`src/rtl/lcd_spi_writer.sv`:
```
// Shifts one 9-bit {dc, payload} word out over 4-wire SPI (mode 0, MSB first), then pulses wr_done.
// Optional macro LCD_SPI_CS_KEEP_EN holds lcd_cs_n low across a continuous en_write burst.
module lcd_spi_writer #(
    parameter int unsigned CLK_DIV    = 2,
    parameter int unsigned GAP_CYCLES = 3
) (
    input  logic       sys_clk,
    input  logic       sys_rst_n,
    input  logic       en_write,
    input  logic [8:0] data,
    output logic       wr_done,
    output logic       busy,
    output logic       lcd_cs_n,
    output logic       lcd_dc,
    output logic       lcd_sclk,
    output logic       lcd_mosi
);
    localparam int unsigned GapW = (GAP_CYCLES > 1) ? $clog2(GAP_CYCLES) : 1;

    if (CLK_DIV < 1 || CLK_DIV > 255) begin : gen_bad_clk_div
        $error("lcd_spi_writer: CLK_DIV must be 1..255");
    end
    if (GAP_CYCLES < 2) begin : gen_bad_gap
        $error("lcd_spi_writer: GAP_CYCLES must be >= 2");
    end

    typedef enum logic [2:0] {
        StIdle,
        StSetup,
        StShift,
        StHold,
        StDone,
        StGap
    } state_e;

    state_e          state_q, state_d;
    logic [7:0]      div_q, div_d;
    logic [2:0]      bit_q, bit_d;
    logic [GapW-1:0] gap_q, gap_d;
    logic [6:0]      shadow_q, shadow_d;
    logic            wr_done_q, wr_done_d;
    logic            busy_q, busy_d;
    logic            cs_n_q, cs_n_d;
    logic            dc_q, dc_d;
    logic            sclk_q, sclk_d;
    logic            mosi_q, mosi_d;

    logic tick;
    logic fall_tick;
    logic gap_last;
    logic capture;

    assign tick      = (div_q == 8'(CLK_DIV - 1));
    assign fall_tick = tick && sclk_q;
    assign gap_last  = (gap_q == GapW'(GAP_CYCLES - 1));
    // A GAP ending with en_write still high captures straight away for back-to-back bursts.
    assign capture   = en_write && ((state_q == StIdle) || ((state_q == StGap) && gap_last));

    always_ff @(posedge sys_clk or negedge sys_rst_n) begin
        if (!sys_rst_n) begin
            state_q   <= StIdle;
            div_q     <= 8'd0;
            bit_q     <= 3'd0;
            gap_q     <= '0;
            shadow_q  <= 7'd0;
            wr_done_q <= 1'b0;
            busy_q    <= 1'b0;
            cs_n_q    <= 1'b1;
            dc_q      <= 1'b0;
            sclk_q    <= 1'b0;
            mosi_q    <= 1'b0;
        end else begin
            state_q   <= state_d;
            div_q     <= div_d;
            bit_q     <= bit_d;
            gap_q     <= gap_d;
            shadow_q  <= shadow_d;
            wr_done_q <= wr_done_d;
            busy_q    <= busy_d;
            cs_n_q    <= cs_n_d;
            dc_q      <= dc_d;
            sclk_q    <= sclk_d;
            mosi_q    <= mosi_d;
        end
    end

    always_comb begin
        state_d  = state_q;
        div_d    = 8'd0;
        bit_d    = bit_q;
        gap_d    = '0;
        shadow_d = shadow_q;
        case (state_q)
            StIdle: begin
                if (en_write) state_d = StSetup;
            end
            StSetup: begin
                div_d = tick ? 8'd0 : div_q + 8'd1;
                if (tick) state_d = StShift;
            end
            StShift: begin
                div_d = tick ? 8'd0 : div_q + 8'd1;
                if (fall_tick) begin
                    // 3-bit counter wraps 7 -> 0 on the last falling tick, ending the word.
                    bit_d = bit_q + 3'd1;
                    if (bit_q == 3'd7) begin
                        state_d = StHold;
                    end else begin
                        shadow_d = {shadow_q[5:0], 1'b0};
                    end
                end
            end
            StHold: begin
                div_d = tick ? 8'd0 : div_q + 8'd1;
                if (tick) state_d = StDone;
            end
            StDone: begin
                state_d = StGap;
            end
            StGap: begin
                gap_d = gap_q + GapW'(1);
                if (gap_last) begin
                    gap_d   = '0;
                    state_d = en_write ? StSetup : StIdle;
                end
            end
            default: begin
                state_d = StIdle;
            end
        endcase
        if (capture) begin
            shadow_d = data[6:0];
            bit_d    = 3'd0;
        end
    end

    always_comb begin
        wr_done_d = 1'b0;
        busy_d    = busy_q;
        cs_n_d    = cs_n_q;
        dc_d      = dc_q;
        sclk_d    = sclk_q;
        mosi_d    = mosi_q;
        if (capture) begin
            busy_d = 1'b1;
            cs_n_d = 1'b0;
            dc_d   = data[8];
            mosi_d = data[7];
            sclk_d = 1'b0;
        end else begin
            case (state_q)
                StShift: begin
                    if (tick) begin
                        sclk_d = ~sclk_q;
                        if (sclk_q && bit_q != 3'd7) mosi_d = shadow_q[6];
                    end
                end
                StHold: begin
                    if (tick) begin
                        wr_done_d = 1'b1;
                        mosi_d    = 1'b0;
`ifdef LCD_SPI_CS_KEEP_EN
                        cs_n_d    = cs_n_q;
`else
                        cs_n_d    = 1'b1;
`endif
                    end
                end
                StGap: begin
                    if (gap_last) begin
                        busy_d = 1'b0;
                        cs_n_d = 1'b1;
                    end
                end
                default: begin
                end
            endcase
        end
    end

    assign wr_done  = wr_done_q;
    assign busy     = busy_q;
    assign lcd_cs_n = cs_n_q;
    assign lcd_dc   = dc_q;
    assign lcd_sclk = sclk_q;
    assign lcd_mosi = mosi_q;

    a_done_only_in_done : assert property (
        @(posedge sys_clk) disable iff (!sys_rst_n) wr_done_q |-> (state_q == StDone));
    a_idle_when_not_busy : assert property (
        @(posedge sys_clk) disable iff (!sys_rst_n) !busy_q |-> (state_q == StIdle));

endmodule
```
`config.mk`:
```
export PLATFORM = sky130hd
export DESIGN_NAME = lcd_spi_writer
export DESIGN_NICKNAME = d
export VERILOG_FILES = /design/src/rtl/lcd_spi_writer.sv
export SDC_FILE = /design/constraint.sdc
export NUM_CORES = 1
export LEC_CHECK = 0
export BUFFER_PORTS_ARGS = -buffer_cell sky130_fd_sc_hd__buf_2
export CAP_MARGIN = 10
export CORE_ASPECT_RATIO = 1.5
export CORE_MARGIN = 5
export CORE_UTILIZATION = 60
export CTS_CLUSTER_DIAMETER = 80
export DETAILED_ROUTE_END_ITERATION = 10
export HOLD_SLACK_MARGIN = 0.05
export PLACE_DENSITY = 0.82
export SYNTH_ARGS = -nofsm -noshare
export SYNTH_HDL_FRONTEND = slang
export SYNTH_SLANG_ARGS = --single-unit
```
`constraint.sdc`:
```
create_clock -name sys_clk -period 5.5 [get_ports sys_clk]
set_clock_uncertainty 0.2 [all_clocks]
set_input_delay 0.825 -clock sys_clk [delete_from_list [all_inputs] [get_ports sys_clk]]
set_output_delay 0.825 -clock sys_clk [all_outputs]
set_load 0.1 [all_outputs]
```
-- Yosys cells after proc, flatten, opt, wreduce, memory -nomap -nowiden
Cells that the tools add are included.
- register bits after elaboration: 29
- bits of input ports: 12
- output and inout bits: 6
- word-level logic and storage cells: 93
- add/subtract/negate cells: 3
- eq/ne operators: 20
- mux-type cells: 37
- bitwise logic cells: 1
- reductions and logical operators: 21
- operators by type and width (kind ; count):
    7-bit two-way mux ; 4
    3-bit two-way mux ; 9
    3-bit one-hot mux with 6 select lines ; 1
    1-bit two-way mux ; 17
    8-bit two-way mux ; 2
    3-bit != test (second input constant) ; 5
    2-bit != test (second input constant) ; 7
    2-bit nonzero test ; 5
    3-bit == test (second input constant) ; 3
    8-bit by 1-bit adder with 8-bit output (second input constant) ; 1
    8-bit by 1-bit == test with 1-bit output (second input constant) ; 1
    3-bit by 2-bit == test with 1-bit output (second input constant) ; 2
    2-bit AND reduction ; 3
    3-bit AND reduction ; 2
    6-bit AND reduction ; 1
    3-bit nonzero test ; 2
    1-bit logical AND ; 4
    2-bit two-way mux ; 2
    1-bit one-hot mux with 2 select lines ; 2
    4-bit AND reduction ; 1
    3-bit by 1-bit adder with 3-bit output (second input constant) ; 1
    3-bit by 1-bit == test with 1-bit output (second input constant) ; 1
    3-bit zero test ; 1
    3-bit OR reduction ; 1
    4 further kinds ; 4

-- Longest topological paths before layout
Gate-level depths: netlist of the first run.
- word-level depth: 6
- mapped depth: 7
- mapped depth without buffers: 6

-- Worst setup path before layout of the first run
OpenSTA, ideal clock, no wires.
- path type: reg2reg
- from: register sclk_q (netlist: lcd_sclk)
- to: register shadow_q[1]
- setup time: 0.126 ns
- arrival: 1.789 ns
- slack: 3.385 ns
- cell stages (with the launch flop): 5
- buffers on the path: 0
- clock period less this slack: 2.115 ns
- cell sequence: dfrtp_1 > and4bb_2 > nand4b_4 > mux2i_1 > a21oi_1
- word-level cells in the longest chain between the ends: 3
- RTL lines (item ; RTL line ; text):
    from (decl) ; 45 ; logic sclk_q, sclk_d;
    from (signal assigned) ; 82 ; sclk_q <= sclk_d;
    1-bit logical AND ; 54 ; assign fall_tick = tick && sclk_q;
    2-bit nonzero test (no line) ; - ;
    3-bit AND reduction (no line) ; - ;
    to (signal assigned) ; 77 ; shadow_q <= shadow_d;
    to (decl) ; 40 ; logic [6:0] shadow_q, shadow_d;
No other way between the ends.
A chain may end at the register's enable or synchronous reset.

-- Worst setup path after layout of the first run
- from: register cs_n_q (netlist: lcd_cs_n)
- to: output port lcd_cs_n
- RTL lines (item ; RTL line ; text):
    from (decl) ; 43 ; logic cs_n_q, cs_n_d;
    from (signal assigned) ; 80 ; cs_n_q <= cs_n_d;
    to (decl) ; 13 ; output logic lcd_cs_n,
No word-level cell between the ends.

==> results of run 1 <==
kinds of logic (layout without fill, tap and decap cells):
| logic type | count (synthesis) | after routing |
|---|---|---|
| AO/OA/AOI/OAI | 20 | 20 |
| XOR/XNOR | 9 | 9 |
| adder cells (fa/ha/maj) | 4 | 4 |
| buffers and inverters | 7 | 26 |
| flip-flops | 29 | 29 |
| multiplexers | 8 | 8 |
| AND/OR/NAND/NOR | 65 | 65 |
layout by cell type, fill, tap and decap left out, types with 2 or more instances in the layout:
master and n:
xor2_1 8, ha_1 4, nor2_1 25, nand2_1 10, a21oi_1 10, dfrtp_1 28, nor2b_1 5, nor3b_1 2
inv_1 2, and3_1 2, a31oi_1 2, nand4_1 2, nand3_1 10, mux2i_1 8, o21a_1 2, clkbuf_4 5
buf_2 17
layout make-up:
class	count	area, um^2
Fill cell	185	690.7
Clock buffer	7	55.05
Timing Repair Buffer	17	85.08
Inverter	2	7.507
Tap cell	23	28.78
Sequential cell	29	726.9
Multi-Input combinational cell	106	691.9
worst min-delay path by stage:
stage / startpoint / slack (ns) / cells after the start / end
after floorplan: gap_q[1] / 0.25 / 1 / gap_q[0]
after global placement: lcd_dc / 0.26 / 2 / lcd_dc
after detailed placement: lcd_dc / 0.28 / 2 / lcd_dc
after CTS: lcd_dc / 0.30 / 2 / lcd_dc
after global routing: gap_q[1] / 0.32 / 1 / gap_q[0]
final: lcd_dc / 0.30 / 2 / lcd_dc
through the flow:
step	total power [mW]	worst slack, ns	util, %
after floorplan	0.6394	3.385	-
after detailed placement	0.6722	3.407	67.38
final	0.7911	3.194	69.79
after global placement	0.6582	3.446	67.38
after CTS	0.7976	3.186	69.79
after global routing	0.8506	3.165	69.79
state kept, by name (all words and copies together), names as in the netlist:
name	count
busy	1
state_q	3
lcd_dc	1
lcd_sclk	1
lcd_mosi	1
wr_done	1
shadow_q	7
lcd_cs_n	1
bit_q	3
div_q	8
gap_q	2
power by group through the flow:
stage / registers, mW / clock network (mW) / logic (mW)
2_1_floorplan: 0.433 / 0 / 0.206
3_3_place_gp: 0.345 / 0 / 0.313
3_5_place_dp: 0.349 / 0 / 0.323
4_1_cts: 0.345 / 0.129 / 0.324
5_1_grt: 0.358 / 0.137 / 0.356
6_report: 0.346 / 0.124 / 0.321
metal layers:
metal / vias up / track usage (%)
met1: 508 / 20.39
met3: 5 / 3.830
met5: - / 0
li1: 529 / -
met4: 0 / 7.872
met2: 18 / 29.37
==> metrics.yaml, run 1 <==
status: "finished, final reports clean"
synthSimpleGateAreaFrac_pct: 24.74
cts_buffers: 5
worstMarginPinSlew_ns: 0.6230
drt_iter0_drc: 35
slew_violations: 0
leakagePower_nw: 0.8043
cp-start-kind: "flip-flop"
grt_start_max_net_pins: 30
async_flop_share_pct: 100.0
start_util_pct: 63.49
ys.flop_type: "dfrtp_1"
dieArea_mm2: 0.003523
r2r_cells: 6
required_ns: 4.47
p_switching_mw: 0.3536
tns_ns: 0
die_x_um: 50.16
routedWlPerCell_um: 14.34
p_int_mw: 0.4375
grt.overflow.total: 0
max_stage_delay_ns: 0.54
io_pins: 18
synthCells: 142
synth_nets: 158
die_y_um: 70.24
fin_crit_sh_pct: 41.93
dp.cells: 177
sw_frac_of_total_pct: 44.69
path_delay_family: "flip-flops"
muxShareOfSynthArea_pct: 5.517
p_clk_share_pct: 15.7
final_area_mm2: 0.001595
wl_met2_um: 1463
antenna_found_initial: 0
worstPathCellList: "buf_2"
place_congestion: 0.7969
grt_usage_pct: 17.40
maxSlewHeadroom_pct: 58.47
ir_drop_uv: 347.3
clkLatencyLatePin_ns: 0.31
drt_first_pass_iters: 4
synth_area_leaders: "dfrtp_1, nor2_1, mux2i_1, xor2_1, a21oi_1"
synth_edf_count: 0
cp.depth: 1
grt_first_pass_wirelength_um: 4774
areaGrowthSynthToFinish_pct: 9.914
syn_area_mm2: 0.001451
clk_pin_slew_worst_paths_ns: 0.08
synth_top_family_by_area: "simple AND/OR/NAND/NOR gates"
ant_nets: 0
final_nets: 177
cts_hold_buf: 0
hpwlAfterDp_um: 2012
dr.max_layer_used: "met4"
synth-adder-area-share_pct: 3.448
yosysMostFrequentCell: "dfrtp_1"
final_cells: 184
clock_path_buffers: 2
worst-setup-path-type: "reg2out"
synth_compound_area_share_pct: 8.534
via_per_inst: 5.761
tritoncts: "built"
r2r_slack_ns: 3.50
cts_max_level: 2
max_cap_viol_count: 0
rows: 21
critPathArrivalTime_ns: 1.28
cts-root-buf: "clkbuf_4"
yosysUniqueCellTypes: 35
cp_max_fo: 2
grt_pass1_vias: 1074
ys_ff_latch: 29
p_comb_share_pct: 40.6
cp_slowest_cell: "dfstp_2"
drc: 0
clkSinkCount: 29
max_freq_ghz: 0.4336
wl_met3_um: 89
timing.final.crit_period_ns: 2.306
diodes: 0
finalSetupViolations: 0
r2r_end: "div_q[5]"
r2r-start: "div_q[1]"
drt-met1-wl_um: 1048
portBuffers: 17
core_mm2: 0.002286
cts_setup_buffers: 0
drive_above_1_share_pct: 18.63
synth_xor_area_share_pct: 5.431
post_cts_resized: 0
yosysSeqAreaShare_pct: 50.09
vias: 1060
synth_top_area_share_pct: 48.28
seqPwrFrac_pct: 43.7
power_density_mw_per_mm2: 495.9
post_dp_cell_area_mm2: 0.001540
crit_path_end_kind: "output port"
postSynthAreaPerCell_um2: 10.22
drt-total-wl_um: 2639
holdWs_ns: 0.2956
crit_path_end: "lcd_cs_n"
path_buf_inv: 1
hold_viol: 0
synth_top_cell_by_area: "dfrtp_1"
hold_class: "reg2reg"
rsz0062_at_grt: "false"
startpoint: "lcd_cs_n"
yosysWarningCount: 0
synthTopCellsByCount: "dfrtp_1, nor2_1, a21oi_1, nand2_1, nand3_1"
Note: power is estimated with default switching activity, not from simulation.
==> run 2: changes to the inputs <==
--- a/config.mk
+++ b/config.mk
@@ -9,11 +9,11 @@
 export CAP_MARGIN = 10
 export CORE_ASPECT_RATIO = 1.5
 export CORE_MARGIN = 5
-export CORE_UTILIZATION = 60
+export CORE_UTILIZATION = 51
 export CTS_CLUSTER_DIAMETER = 80
 export DETAILED_ROUTE_END_ITERATION = 10
 export HOLD_SLACK_MARGIN = 0.05
-export PLACE_DENSITY = 0.82
+export PLACE_DENSITY = 0.74
 export SYNTH_ARGS = -nofsm -noshare
 export SYNTH_HDL_FRONTEND = slang
 export SYNTH_SLANG_ARGS = --single-unit
==> constraint.sdc (replaced) <==
create_clock -name sys_clk -period 2 [get_ports sys_clk]
set_clock_uncertainty 0.2 [all_clocks]
set_input_delay 0.3 -clock sys_clk [delete_from_list [all_inputs] [get_ports sys_clk]]
set_output_delay 0.3 -clock sys_clk [all_outputs]
set_load 0.1 [all_outputs]
==> run 2 against run 1 <==
Net effect: die area increased by 15%; first-iteration DRC count rose by 34%; via count rose by 4.1%; non-clock buffer count rose by 8; critical path depth up 5; sequential cell count stayed put; clock-buffer cell count stayed put; clock power increased to 4.2 times the previous value; wire length is 5.0% higher; combinational power rose to 3.0 times the previous value; register-to-register slack worse by 3.4 ns.
==> metrics.yaml, run 2 (synthesis gave the netlist of run 1 again) <==
status: "finished, final reports clean"
hpwlAfterDp_um: 1991  # -1.0%
cts_max_level: 2  # unchanged
worstMarginPinSlew_ns: 0.6284  # +0.005410 ns
drt_iter0_drc: 47  # +34%
antenna_found_initial: 0  # unchanged
routedWlPerCell_um: 13.39  # -6.7%
finalSetupViolations: 0  # unchanged
regArea_um2: 728.2  # +0.17%
grt.overflow.total: 0  # unchanged
via_per_inst: 5.329  # -7.5%
rsz0062_at_grt: "false"
cts-root-buf: "clkbuf_8"
clkSinkCount: 29  # unchanged
diodes: 0  # unchanged
grt_usage_pct: 17.25  # -0.15 points
mostFrequentLayoutCells: "dfrtp_1, nor2_1, buf_2"
final_common_cell: "dfrtp_1"
final_nets: 185  # +4.5%
critPathArrivalTime_ns: 1.83  # +0.55 ns
ir_drop_uv: 904.5  # +160%
finalPower_mw: 2.413  # +200%
multi_input_area_um2: 696.9  # +0.72%
ant_nets: 0  # unchanged
clkLatencyLatePin_ns: 0.28  # -0.03 ns
top_regs: "div_q (8), shadow_q (7)"
drive_above_1_share_pct: 22.94  # +4.3 points
dieArea_mm2: 0.004035  # +15%
cp_max_fo: 5  # +3
r2r_cells: 6  # unchanged
place_congestion: 0.8115  # +1.8%
r2r_end: "bit_q[1]"
fin_crit_sh_pct: 93.46
drc: 0  # unchanged
slew_violations: 0  # unchanged
io_pins: 18  # unchanged
clk_pin_slew_worst_paths_ns: 0.06  # -0.02 ns
vias: 1103  # +4.1%
drt_first_pass_iters: 4  # unchanged
crit_path_end_kind: "flip-flop"
maxSlewHeadroom_pct: 58.11  # -0.36 points
largest_reg_flops: 8  # unchanged
max_freq_ghz: 0.5350
die_x_um: 53.56  # +6.8%
max_cap_viol_count: 0  # unchanged
areaGrowthSynthToFinish_pct: 19.40
rows: 23  # +9.5%
start_util_pct: 53.65  # -9.8 points
grt_first_pass_wirelength_um: 4954  # +3.8%
worst-setup-path-type: "reg2reg"
hold_class: "in2reg"
die_y_um: 75.34  # +7.3%
cts_buffers: 5  # unchanged
fillCellCount: 249  # +35%
grt_start_max_net_pins: 30  # unchanged
drt-total-wl_um: 2771  # +5.0%
grt_pass1_vias: 1124  # +4.7%
cp-start-kind: "flip-flop"
max_flop_register: "div_q"
required_ns: 1.96  # -2.51 ns
clock_path_buffers: 2  # unchanged
tritoncts: "built"
r2r-start: "div_q[1]"
leakagePower_nw: 0.8619  # +7.2%
power_density_mw_per_mm2: 1392  # +180%
timing.final.crit_period_ns: 1.869
portBuffers: 17  # unchanged
core_mm2: 0.002705  # +18%
startpoint: "div_q[1]"
crit_path_end: "bit_q[1]"
r2r_slack_ns: 0.13  # -3.37 ns
tns_ns: 0  # unchanged
hold_viol: 0  # unchanged
-- run 2: metal layers --
metal	wire, um	vias up	global-route usage [%]
met5	0	-	0
met4	64	0	9.375
met3	90	7	4.110
met2	1492	14	28.92
met1	1124	535	20.05
li1	-	547	-
-- run 2: critical path: stages, from the launching register on --
cell and delay (ns):
dfrtp_1 0.42, inv_1 0.08, ha_1 0.14, nor4b_4 0.35
nand3_1 0.28, mux2i_1 0.22, nor2_1 0.05
-- run 2: power by group --
part | switching, mW | internal [mW]
registers | 0.178 | 0.770
clock network | 0.207 | 0.310
logic | 0.623 | 0.325
-- run 2: through the flow --
stage	instances	utilization, %	area (um^2)	hold WS [ns]	setup slack (ns)
3_5_place_dp	196	59.02	1597	0.1538	0.07771
2_1_floorplan	142	-	1453	-0.1956	0.2035
6_report	207	64.06	1733	0.07054	0.1308
3_3_place_gp	196	59.02	1597	0.1474	0.1715
5_1_grt	207	64.06	1733	0.07175	0.003482
4_1_cts	207	63.88	1728	0.06327	0.06509
-- run 2: cell type report --
class                      instances  area share [%]
clock buffer                       7           5.560
clock inverter                     1          0.2888
inverter                           2          0.4332
multi-input combinational        106           40.22
sequential                        29           42.02
tap                               37           2.671
timing repair buffer              25           8.809
-- run 2: worst min-delay path by stage --
stage / startpoint / endpoint / slack [ns] / depth (start not counted)
after floorplan: sys_rst_n / bit_q[0] / -0.20 / 0
after global placement: sys_rst_n / div_q[5] / 0.15 / 1
after detailed placement: sys_rst_n / div_q[2] / 0.15 / 1
after CTS: data[2] / shadow_q[2] / 0.06 / 3
after global routing: data[2] / shadow_q[2] / 0.07 / 3
final: data[2] / shadow_q[2] / 0.07 / 3
-- run 2: what timing repair did --
action / in CTS / in global routing
endpoints found under the hold margin: 30 / 0
endpoints found under the setup margin: 0 / 8
setup buffers: 0 / 0
gates resized for setup: 0 / 1
hold buffers: 3 / 0
